==> config.mk <==
export PLATFORM = sky130hd
export DESIGN_NAME = nn_mac_sequencer
export DESIGN_NICKNAME = d
export VERILOG_FILES = /design/src/rtl/nn_pkg.sv /design/src/rtl/nn_idx_counter.sv /design/src/rtl/nn_mac_sequencer.sv
export SDC_FILE = /design/constraint.sdc
export NUM_CORES = 1
export LEC_CHECK = 0
export CORE_ASPECT_RATIO = 1.25
export CORE_UTILIZATION = 44
export CTS_CLUSTER_SIZE = 40
export DETAILED_ROUTE_END_ITERATION = 16
export PLACE_DENSITY = 0.69
export REMOVE_ABC_BUFFERS = 1
export SLEW_MARGIN = 20
export SYNTH_ARGS = -nofsm -noshare
export SYNTH_HDL_FRONTEND = slang
export SYNTH_SLANG_ARGS = --single-unit
==> constraint.sdc <==
create_clock -name clk -period 4.1 [get_ports clk]
set_input_delay 0.82 -clock clk [delete_from_list [all_inputs] [get_ports clk]]
set_output_delay 0.82 -clock clk [all_outputs]
set_load 0.01 [all_outputs]
==> src/rtl/nn_pkg.sv <==
// Shared constants for the PLL neural-network MAC sequencer: default layer sizes,
// address widths, weight-ROM layout and the sequencer state encoding.
package nn_pkg;

    localparam int N_IN_DEF  = 36;
    localparam int N_HID_DEF = 20;
    localparam int N_OUT_DEF = 10;
    localparam int AW_W_DEF  = 10;

    // Layer-2 weights start right after the layer-1 block in the ROM.
    localparam int W_L2_BASE = N_IN_DEF * N_HID_DEF;

    localparam int IN_AW  = 6;
    localparam int HID_AW = 5;
    localparam int OUT_AW = 4;

    localparam logic [2:0] ST_IDLE     = 3'd0;
    localparam logic [2:0] ST_L1_ISSUE = 3'd1;
    localparam logic [2:0] ST_L1_WB    = 3'd2;
    localparam logic [2:0] ST_L2_ISSUE = 3'd3;
    localparam logic [2:0] ST_L2_WB    = 3'd4;
    localparam logic [2:0] ST_DONE     = 3'd5;

endpackage

==> src/rtl/nn_idx_counter.sv <==
// Term counter k (programmable terminal count, wraps to 0) and neuron counter n,
// with the last-term / last-neuron flags the sequencer branches on.
module nn_idx_counter
    import nn_pkg::*;
(
    input  logic              clk,
    input  logic              rst,
    input  logic              clr_i,
    input  logic              term_en_i,
    input  logic              neuron_en_i,
    input  logic              neuron_clr_i,
    input  logic [IN_AW-1:0]  term_last_i,
    input  logic [HID_AW-1:0] neuron_last_i,
    output logic [IN_AW-1:0]  k_o,
    output logic [HID_AW-1:0] n_o,
    output logic              last_term_o,
    output logic              last_neuron_o
);

    logic [IN_AW-1:0]  k_q, k_d;
    logic [HID_AW-1:0] n_q, n_d;

    assign last_term_o   = (k_q == term_last_i);
    assign last_neuron_o = (n_q == neuron_last_i);

    always_comb begin
        k_d = k_q;
        n_d = n_q;
        if (clr_i) begin
            k_d = '0;
        end else if (term_en_i) begin
            k_d = last_term_o ? '0 : k_q + IN_AW'(1);
        end
        if (clr_i || neuron_clr_i) begin
            n_d = '0;
        end else if (neuron_en_i) begin
            n_d = n_q + HID_AW'(1);
        end
    end

    always_ff @(posedge clk or posedge rst) begin
        if (rst) begin
            k_q <= '0;
            n_q <= '0;
        end else begin
            k_q <= k_d;
            n_q <= n_d;
        end
    end

    assign k_o = k_q;
    assign n_o = n_q;

endmodule

==> src/rtl/nn_mac_sequencer.sv <==
// Serial schedule for the 36-20-10 network: walks every neuron of both layers
// through one shared MAC, issuing buffer/ROM addresses, MAC strobes and writebacks.
module nn_mac_sequencer
    import nn_pkg::*;
#(
    parameter int N_IN  = N_IN_DEF,
    parameter int N_HID = N_HID_DEF,
    parameter int N_OUT = N_OUT_DEF,
    parameter int AW_W  = AW_W_DEF
) (
    input  logic              clk,
    input  logic              rst,
    input  logic              start,
    input  logic              abort,
    output logic              busy,
    output logic              done,
    output logic [IN_AW-1:0]  in_addr,
    output logic [HID_AW-1:0] hid_rd_addr,
    output logic [AW_W-1:0]   w_addr,
    output logic              mac_src,
    output logic              mac_en,
    output logic              mac_clr,
    output logic              hid_wr_en,
    output logic [HID_AW-1:0] hid_wr_addr,
    output logic              out_wr_en,
    output logic [OUT_AW-1:0] out_wr_addr
);

    localparam logic [IN_AW-1:0]  L1_K_LAST = IN_AW'(N_IN - 1);
    localparam logic [IN_AW-1:0]  L2_K_LAST = IN_AW'(N_HID - 1);
    localparam logic [HID_AW-1:0] L1_N_LAST = HID_AW'(N_HID - 1);
    localparam logic [HID_AW-1:0] L2_N_LAST = HID_AW'(N_OUT - 1);

    logic [2:0]        state_q, state_d;
    logic              ph_q, ph_d;        // writeback phase: 0 = drain, 1 = write
    logic [AW_W-1:0]   w_q, w_d;
    logic              en_q, clr_q;
    logic              issue, ctr_clr, term_en, n_en, n_clr;
    logic              is_l2, last_term, last_neuron;
    logic [IN_AW-1:0]  k;
    logic [HID_AW-1:0] n;

    assign is_l2 = (state_q == ST_L2_ISSUE) || (state_q == ST_L2_WB);

    nn_idx_counter u_idx (
        .clk           (clk),
        .rst           (rst),
        .clr_i         (ctr_clr),
        .term_en_i     (term_en),
        .neuron_en_i   (n_en),
        .neuron_clr_i  (n_clr),
        .term_last_i   (is_l2 ? L2_K_LAST : L1_K_LAST),
        .neuron_last_i (is_l2 ? L2_N_LAST : L1_N_LAST),
        .k_o           (k),
        .n_o           (n),
        .last_term_o   (last_term),
        .last_neuron_o (last_neuron)
    );

    always_comb begin
        // NOTE: every signal gets a default first so no path through the case infers a latch.
        state_d = state_q;
        ph_d    = ph_q;
        w_d     = w_q;
        issue   = 1'b0;
        ctr_clr = 1'b0;
        term_en = 1'b0;
        n_en    = 1'b0;
        n_clr   = 1'b0;
        case (state_q)
            ST_IDLE: begin
                ctr_clr = 1'b1;
                w_d     = '0;
                if (start) state_d = ST_L1_ISSUE;
            end
            ST_L1_ISSUE, ST_L2_ISSUE: begin
                issue   = 1'b1;
                term_en = 1'b1;
                w_d     = w_q + AW_W'(1);
                if (last_term) begin
                    state_d = (state_q == ST_L1_ISSUE) ? ST_L1_WB : ST_L2_WB;
                    ph_d    = 1'b0;
                end
            end
            ST_L1_WB, ST_L2_WB: begin
                ph_d = ~ph_q;
                if (ph_q) begin
                    if (!last_neuron) begin
                        state_d = is_l2 ? ST_L2_ISSUE : ST_L1_ISSUE;
                        n_en    = 1'b1;
                    end else begin
                        state_d = is_l2 ? ST_DONE : ST_L2_ISSUE;
                        n_clr   = 1'b1;
                    end
                end
            end
            ST_DONE: begin
                state_d = ST_IDLE;
                ctr_clr = 1'b1;
                w_d     = '0;
            end
            default: state_d = ST_IDLE;
        endcase
        // Abort dominates everything, including a start seen in IDLE.
        if (abort) begin
            state_d = ST_IDLE;
            ph_d    = 1'b0;
            w_d     = '0;
            issue   = 1'b0;
            ctr_clr = 1'b1;
            term_en = 1'b0;
            n_en    = 1'b0;
            n_clr   = 1'b0;
        end
    end

    always_ff @(posedge clk or posedge rst) begin
        // NOTE: registers use non-blocking assignments so all of them update from pre-edge values.
        if (rst) begin
            state_q <= ST_IDLE;
            ph_q    <= 1'b0;
            w_q     <= '0;
            en_q    <= 1'b0;
            clr_q   <= 1'b0;
        end else begin
            state_q <= state_d;
            ph_q    <= ph_d;
            w_q     <= w_d;
            en_q    <= issue;
            clr_q   <= issue && (k == '0);
        end
    end

    // MAC strobes lag the issue by the one-cycle buffer/ROM read latency.
    assign mac_en      = en_q;
    assign mac_clr     = clr_q;
    assign mac_src     = is_l2;
    assign busy        = (state_q != ST_IDLE);
    assign done        = (state_q == ST_DONE);
    assign w_addr      = w_q;
    assign in_addr     = (state_q == ST_L1_ISSUE) ? k : '0;
    assign hid_rd_addr = (state_q == ST_L2_ISSUE) ? k[HID_AW-1:0] : '0;
    assign hid_wr_en   = (state_q == ST_L1_WB) && ph_q;
    assign out_wr_en   = (state_q == ST_L2_WB) && ph_q;
    assign hid_wr_addr = hid_wr_en ? n : '0;
    assign out_wr_addr = out_wr_en ? n[OUT_AW-1:0] : '0;

endmodule
## Yosys cells after proc, flatten, opt, wreduce, memory -nomap -nowiden

Index checks and enable logic that the tools add are counted.

- Flip-flop bits (word level): 27
- Input port bits: 4
- Output and inout bits: 37
- Logic and storage cells: 75

- $add $sub $neg: 3
- Equal/unequal tests: 10
- Mux-type cells: 37
- Bitwise operators: 1
- Reductions and logical operators: 17

Operator list:

| kind | number |
|---|---|
| $mux 6 | 5 |
| $mux 5 | 5 |
| $mux 3 | 7 |
| $pmux 10 s2 | 1 |
| $mux 1 | 14 |
| $add 10x1->10 const B | 1 |
| $mux 10 | 1 |
| $pmux 3 s3 | 1 |
| $reduce_bool 3->1 | 3 |
| $add 6x1->6 const B | 1 |
| $eq 3x2->1 const B | 2 |
| $eq 3x3->1 const B | 2 |
| $eq 6x6->1 | 1 |
| $logic_not 6->1 | 1 |
| $ne 3x3->1 const B | 2 |
| $reduce_or 2->1 | 3 |
| $add 5x1->5 const B | 1 |
| $eq 5x5->1 | 1 |
| $mux 4 | 1 |
| $reduce_bool 2->1 | 2 |
| $eq 3x1->1 const B | 1 |
| $logic_and 1x1->1 | 3 |
| $logic_not 3->1 | 1 |
| $ne 3x2->1 const B | 1 |
| other kinds (6) | 7 |

## Logic depth before layout (Yosys ltp)

- Depth in word-level cells: 10
- Depth in mapped cells: 6
- Depth with buffers taken out: 5

## Hierarchy

From an unflattened synthesis, not the netlist that was laid out.

- Cell total of the unflattened synthesis: 195
- Area, all modules: 1803.0 um^2

By module, submodules not included:

| module | instances | cells an instance | area each (um^2) | sequential area each (um^2) |
|---|---|---|---|---|
| nn_mac_sequencer | 1 | 128 | 1138.6 | 400.4 |
| nn_idx_counter | 1 | 67 | 664.4 | 275.3 |

## Worst setup path before layout

No wires, ideal clock.

- Path kind: register -> output
- From: register state_q[0]
- To: output port hid_wr_addr[0]
- Data arrival time: 1.383 ns
- Data required time: 3.280 ns
- Path slack: 1.897 ns
- Cell stages (with the launch flop): 6
- Buffers on the path: 2
- Path through: dfrtp_1 -> buf_4 -> nand2b_4 -> buf_2 -> nor3_1 -> and2_1

- Longest elaborated chain between the ends: 3

RTL lines:

| item | line | RTL |
|---|---|---|
| start, declared | nn_mac_sequencer.sv:34 | `logic [2:0] state_q, state_d;` |
| start signal, assigned | nn_mac_sequencer.sv:126 | `state_q <= state_d;` |
| $eq 3x2->1 | nn_mac_sequencer.sv:143 | `assign hid_wr_en = (state_q == ST_L1_WB) && ph_q;` |
| $logic_and 1x1->1 | nn_mac_sequencer.sv:143 |  |
| named net hid_wr_en | nn_mac_sequencer.sv:23 | `output logic hid_wr_en,` |
| $mux 5 | nn_mac_sequencer.sv:145 | `assign hid_wr_addr = hid_wr_en ? n : '0;` |
| end, declared | nn_mac_sequencer.sv:24 | `output logic [HID_AW-1:0] hid_wr_addr,` |

The timed path passes the listed nets, and every way through them passes these cells.

## Worst setup path after layout

- From: register state_q[2]
- To: output port out_wr_addr[3]

- Longest elaborated chain between the ends: 3

RTL lines:

| item | line | RTL |
|---|---|---|
| $eq 3x3->1 | nn_mac_sequencer.sv:144 | `assign out_wr_en = (state_q == ST_L2_WB) && ph_q;` |
| $logic_and 1x1->1 | nn_mac_sequencer.sv:144 |  |
| $mux 4 | nn_mac_sequencer.sv:146 | `assign out_wr_addr = out_wr_en ? n[OUT_AW-1:0] : '0;` |
| end, declared | nn_mac_sequencer.sv:26 | `output logic [OUT_AW-1:0] out_wr_addr` |

Every way passes these cells.

==> impl_metrics.json <==
{
  "synth_edf_count": 0,
  "combPwrFrac_pct": 46.6,
  "syn_area_um2": 1966,
  "critPathCaptureType": "primary output",
  "dieArea_um2": 4740,
  "grt_max_degree": 28,
  "slew_headroom_pct": 51.27,
  "fillCellCount": 388,
  "synthAdderAreaFrac_pct": 2.546,
  "post-cts-setup-buffers": 0,
  "ys_top_cells_by_count": "dfrtp_1, nor2_1, inv_1",
  "grt_first_pass_wirelength_um": 7417,
  "post-route-period-util_pct": 77.07,
  "syn_inst": 211,
  "synth_cell_type_count": 60,
  "ys.flop_type": "dfrtp_1",
  "drt-vias-per-instance": 5.735,
  "async_flop_share_pct": 100.0,
  "io_pins": 41,
  "crit_arrival_ns": 2.34,
  "p_clk_share_pct": 16.0,
  "die_h_um": 76.73,
  "synth_xor_area_share_pct": 6.684,
  "slew_viol_final": 0,
  "n_antenna_cell": 0,
  "syn_avg_cell_area_um2": 9.316,
  "p_leak_uw": 0.0009992,
  "ctsResizeCount": 0,
  "drc": 0,
  "core_area_um2": 4197,
  "fmax_ghz": 0.3165,
  "cp_cell_sequence": "nand2b_1, nor2_1, and2_1, clkdlybuf4s50_1",
  "clock_latency_ns": 0.27,
  "post-dp-hpwl_um": 3139,
  "switching_power_uw": 416.9,
  "clock-sinks": 27,
  "critPathKind": "flip-flop to primary output",
  "antenna_found_initial": 0,
  "synth_area_leaders": "dfrtp_1, nor2_1, and3_1, xnor2_1, ha_1",
  "ys_seq_elements": 27,
  "switching_share_pct": 43.84,
  "internal_power_uw": 534.0,
  "wirelength_um": 4396,
  "routedWlPerCell_um": 14.75,
  "ctsHtreeMaxLevel": 1,
  "grt_util_all_layers_pct": 20.10,
  "setup_slack_ns": 0.9401,
  "cap_violations": 0,
  "synth_top_cell_by_area": "dfrtp_1",
  "die_w_um": 61.78,
  "nets": 251,
  "finClkSkew_ns": 0.01027,
  "yosysMostFrequentCell": "dfrtp_1",
  "rows": 26,
  "ys_seq_area_share_pct": 34.37,
  "fin_setup_tns_ns": 0,
  "dr.pass1.iters": 4,
  "start_util_pct": 46.84,
  "required_ns": 3.28,
  "root_buffer": "clkbuf_8",
  "hold_viol": 0,
  "syn_to_final_growth_pct": 22.15,
  "clk_pin_slew_ns": 0.09,
  "vdd_drop_max_mv": 0.2518,
  "ff2ff_setup_slack_ns": 2.05,
  "fin_crit_ns": 3.160,
  "vias": 1709,
  "status": "finished clean",
  "r2r-start": "state_q[2]",
  "yosys.area.top_type_share_pct": 34.37,
  "startpoint": "state_q[2]",
  "synth_top_family_by_area": "simple AND/OR/NAND/NOR gates",
  "drtIter0Drc": 78,
  "io_buffers": 40,
  "ys.warnings.count": 0,
  "first_global_vias": 1576,
  "place_ws_ns": 1.275,
  "critPathLaunchType": "flip-flop",
  "slowest_stage": "dfrtp_1",
  "max_slew.worst_pin.slew_ns": 0.7310,
  "cts-buffers-inserted": 3,
  "synth-simple-area-share_pct": 29.54,
  "synth_compound_area_share_pct": 18.78,
  "synth_mux_area_share_pct": 1.082,
  "gp_congestion": 0.8871,
  "hp-class": "flip-flop to flip-flop",
  "finalSetupViolCount": 0,
  "gr-total-overflow": 0,
  "drive_gt1_share_pct": 9.504,
  "ant_nets": 0,
  "max_stage_delay_ns": 0.82,
  "min-delay-start": "u_idx.k_o[0]",
  "clock_tree.buffer_depth": 2,
  "path_max_fanout": 19,
  "holdBufCountCts": 0,
  "rsz0062_at_grt": "no",
  "p_total_uw": 950.9,
  "seq_power_share_pct": 37.4,
  "cts_tree": "yes",
  "power_density_nw_per_um2": 396.0
}
per-layer routing:
| metal | up-vias | GRT usage, % | wire length (µm) |
|---|---|---|---|
| met5 | - | 0 | 0 |
| met4 | 0 | 4.444 | 23 |
| met3 | 2 | 1.686 | 132 |
| met2 | 47 | 32.90 | 2174 |
| met1 | 833 | 28.19 | 2067 |
| li1 | 827 | - | - |
path summary, 6_finish.rpt:
| path | end | cells after the start |
|---|---|---|
| setup / recovery | out_wr_addr[3] | 4 |
| hold / removal | u_idx.k_o[0] | 1 |
| setup reg to reg | state_q[1] | 4 |
| hold reg to reg | u_idx.k_o[0] | 1 |
| max in group asynchronous | state_q[2] | 2 |
| min in group asynchronous | w_addr[9] | 2 |
flip-flops by register name, indices dropped and copies added, names as in the netlist:
| name | count |
|---|---|
| mac_en | 1 |
| w_addr | 10 |
| state_q | 3 |
| ph_q | 1 |
| u_idx.k_o | 6 |
| mac_clr | 1 |
| u_idx.n_o | 5 |
power by group through the flow:
stage / clock, µW / combinational, µW / sequential, µW
after floorplan: 0 / 278 / 367
after global placement: 0 / 438 / 359
after detailed placement: 0 / 440 / 359
after CTS: 155 / 444 / 354
after global routing: 166 / 487 / 364
final: 152 / 443 / 355
cell usage in the layout (no fill, tap or decap), types with 3 or more instances in the layout:
master / synthesis / layout
dfrtp_1: 27 / 27
nor3_1: 5 / 5
nand2_1: 10 / 10
or3_1: 4 / 4
o211ai_1: 3 / 3
a21oi_1: 9 / 9
xor2_1: 4 / 4
nor4_1: 4 / 4
nor3_2: 3 / 3
xnor2_1: 6 / 6
a31oi_1: 3 / 3
nor2_1: 19 / 19
ha_1: 4 / 4
inv_1: 11 / 10
and2_1: 6 / 6
and3_1: 10 / 10
o21ai_0: 5 / 5
clkbuf_8: 0 / 3
o311ai_1: 3 / 3
a21o_1: 3 / 3
clkdlybuf4s50_1: 0 / 40
nand3_1: 7 / 7
layout make-up:
cell class	count	area [µm²]	share of cell area (%)
multi-input cells	158	1152	47.99
flip-flops and latches	27	675.6	28.14
repair buffers	42	415.4	17.30
well taps	56	70.07	2.918
clock buffers	3	41.29	1.720
inverters	11	41.29	1.720
clock inverters	1	5.005	0.2084
metrics by stage:
stage               std cells  instance area, µm²  hold slack (ns)  util (%)
floorplan                 196                1869           0.4851         -
global placement          294                2355           0.5292     56.11
detailed placement        294                2355           0.5325     56.11
CTS                       298                2401           0.5419     57.22
global route              298                2401           0.5803     57.22
finish                    298                2401           0.5482     57.22
cell families (layout without fill, tap and decap cells):
logic type | after synthesis | in the layout
multiplexers | 2 | 2
buffers and inverters | 26 | 57
AND/OR/NAND/NOR | 91 | 91
flip-flops | 27 | 27
adder cells (fa/ha/maj) | 4 | 4
XOR/XNOR | 12 | 12
AO/OA/AOI/OAI | 49 | 49
worst max-delay path, delay by kind of cell, from the launching register on:
kind | cells | cell delay (ns)
AND/OR/NAND/NOR | 3 | 0.73
flip-flops | 1 | 0.82
buffers and inverters | 1 | 0.53
No activity file was read; power rests on OpenSTA's default activity.
==> variant: new RTL, config.mk and constraints unchanged <==
Add an input register stage for `start` and `abort`, with the module's reset; this delays them by one clock.
--- a/src/rtl/nn_mac_sequencer.sv
+++ b/src/rtl/nn_mac_sequencer.sv
@@ -30,6 +30,19 @@
     localparam logic [IN_AW-1:0]  L2_K_LAST = IN_AW'(N_HID - 1);
     localparam logic [HID_AW-1:0] L1_N_LAST = HID_AW'(N_HID - 1);
     localparam logic [HID_AW-1:0] L2_N_LAST = HID_AW'(N_OUT - 1);
+
+    logic start_q;
+    logic abort_q;
+
+    always_ff @(posedge clk or posedge rst) begin
+        if (rst) begin
+            start_q <= '0;
+            abort_q <= '0;
+        end else begin
+            start_q <= start;
+            abort_q <= abort;
+        end
+    end
 
     logic [2:0]        state_q, state_d;
     logic              ph_q, ph_d;        // writeback phase: 0 = drain, 1 = write
@@ -71,7 +84,7 @@
             ST_IDLE: begin
                 ctr_clr = 1'b1;
                 w_d     = '0;
-                if (start) state_d = ST_L1_ISSUE;
+                if (start_q) state_d = ST_L1_ISSUE;
             end
             ST_L1_ISSUE, ST_L2_ISSUE: begin
                 issue   = 1'b1;
@@ -102,7 +115,7 @@
             default: state_d = ST_IDLE;
         endcase
         // Abort dominates everything, including a start seen in IDLE.
-        if (abort) begin
+        if (abort_q) begin
             state_d = ST_IDLE;
             ph_d    = 1'b0;
             w_d     = '0;
Check against the original RTL: not equivalent (Yosys sat finds a counterexample within 4 cycles, from zero or initial values and one cycle with rst high).
==> variant against the unedited design <==
Sequential cell count up 2. Setup slack improved by 220 ps. Wire length shrank 4.4%. Final area shrank 0.63%. Power rose by 14%. Highest routed layer unchanged. First-iteration DRC count is 24% lower. Area after synthesis is 5.0% lower. Die area shrank 4.9%. Clock skew is 8.4 ps lower.
==> variant: results (changes against the unedited design) <==
| Metric | Value |
|---|---|
| Synth top area cells | `dfrtp_1, nor2_1, and2_1` |
| Nets | `249 (-0.80%)` |
| Vias/cell | `5.50 (-4.1%)` |
| Largest net degree at the start of global routing | `30 (+7.1%)` |
| Synth unique cells | `51 (-15%)` |
| Clk slew on worst S/H paths | `60 ps (-30 ps)` |
| Outcome | `complete, no violations` |
| Vias in the first global route | `1461 (-7.3%)` |
| RePlAce Congestion | `0.802 (-9.6%)` |
| DRT iter0 DRCs | `59 (-24%)` |
| Multiplexer area fraction after synthesis | `0.0188 (+0.00795)` |
| Gr usage total | `0.207 (+0.00624)` |
| Synth top cells by count | `dfrtp_1, nor2_1, inv_1, nand2_1` |
| Worst-Margin Slew | `650 ps (-80.9 ps)` |
| CTS Buf Count | `5 (+2)` |
| Sequential area share after synthesis | `0.389 (+0.0450)` |
| Placed cell area | `0.00227 sq mm (-3.6%)` |
| Drt first pass iters | `4 (unchanged)` |
| Maximum VDD drop | `0.254 mV (+1.0%)` |
| DP HPWL | `3.02 mm (-3.8%)` |
| Crit-path max FO | `18 (-1)` |
| Compound-Gate Fraction of Synth Area | `0.164 (-0.0242)` |
| Switching Share | `0.370 (-0.0683)` |
| Worst clock skew | `1.89 ps (-8.38 ps)` |
| Arrival @ worst endpoint | `2120 ps (-220 ps)` |
| Ys async rst share | `1.00 (unchanged)` |
| H-tree depth | `2 (+1)` |
| Global-route wire length before repair | `6.90 mm (-7.0%)` |
| Leak | `0.000938 uW (-6.1%)` |
| Final core occ | `0.587 (+0.0146)` |
| Share of layout cells above drive strength 1 | `0.0909 (-0.00413)` |
| Routed len/inst | `14.1 um (-4.4%)` |
| Post-synthesis adder-cell area fraction | `0.0268 (+0.00135)` |
| XOR/XNOR Fraction of Synth Area | `0.0462 (-0.0206)` |
[variant: cell types whose count changed in the layout (fill, tap and decap cells not counted), sizes merged, moves of 3 or more]
| cell | delta |
|---|---|
| a21oi | -3 |
| nand2 | +3 |
| o311ai | -3 |
| a41oi | +3 |
| clkbuf | +4 |
| xnor2 | -5 |
| and3 | -3 |
| nand4 | +5 |
| nor4 | -5 |
[variant: worst paths after layout]
kind | slack, ps | from | depth (start not counted) | endpoint
hold / removal | 570 | w_addr[9] | 2 | w_addr[9]
min in group asynchronous | 930 | rst | 2 | w_addr[5]
setup reg to reg | 2100 | state_q[1] | 4 | u_idx.n_o[3]
max in group asynchronous | 2770 | rst | 2 | mac_en
setup / recovery | 1160 | state_q[0] | 4 | in_addr[3]
hold reg to reg | 570 | w_addr[9] | 2 | w_addr[9]
[variant: area by class of cell]
type                    instances  share of cell area
clock buffers                   7              0.0362
flip-flops and latches         29               0.304
clock inverters                 1              0.0126
multi-input cells             150               0.423
well taps                      56              0.0294
repair buffers                 41               0.171
inverters                      14              0.0241
[variant: critical path: stages, from the launching register on]
cell             delay [ps]
dfrtp_1                 710
nor2b_1                 210
buf_4                   220
and3_1                  170
clkdlybuf4s50_1         530
[variant: per-stage QoR]
stage,cells,worst slack (ps)
after floorplan,193,1830
after global placement,290,1520
after detailed placement,290,1490
after CTS,298,1180
after global routing,298,1040
final,298,1160
[variant: routing by layer]
metal  vias up  global-route usage  routed length [um]
met5         -                   0                   0
met4         0              0.0775                  66
met3         7              0.0361                 147
met2        40               0.341                2000
met1       784               0.270                1980
li1        808                   -                   -
[variant: cells by family after synthesis]
| kind of cell | Yosys count |
|---|---|
| buf+inv | 24 |
| xor+xnor | 9 |
| flops | 29 |
| compound gates | 40 |
| mux | 3 |
| fa+ha+maj | 4 |
| simple gates | 94 |
[variant: power by group through the flow]
stage / clock network [uW] / registers (uW) / logic, uW
after global placement: 0 / 389 / 384
after CTS: 312 / 385 / 388
final: 308 / 387 / 387
after floorplan: 0 / 377 / 263
after global routing: 327 / 396 / 423
after detailed placement: 0 / 390 / 385
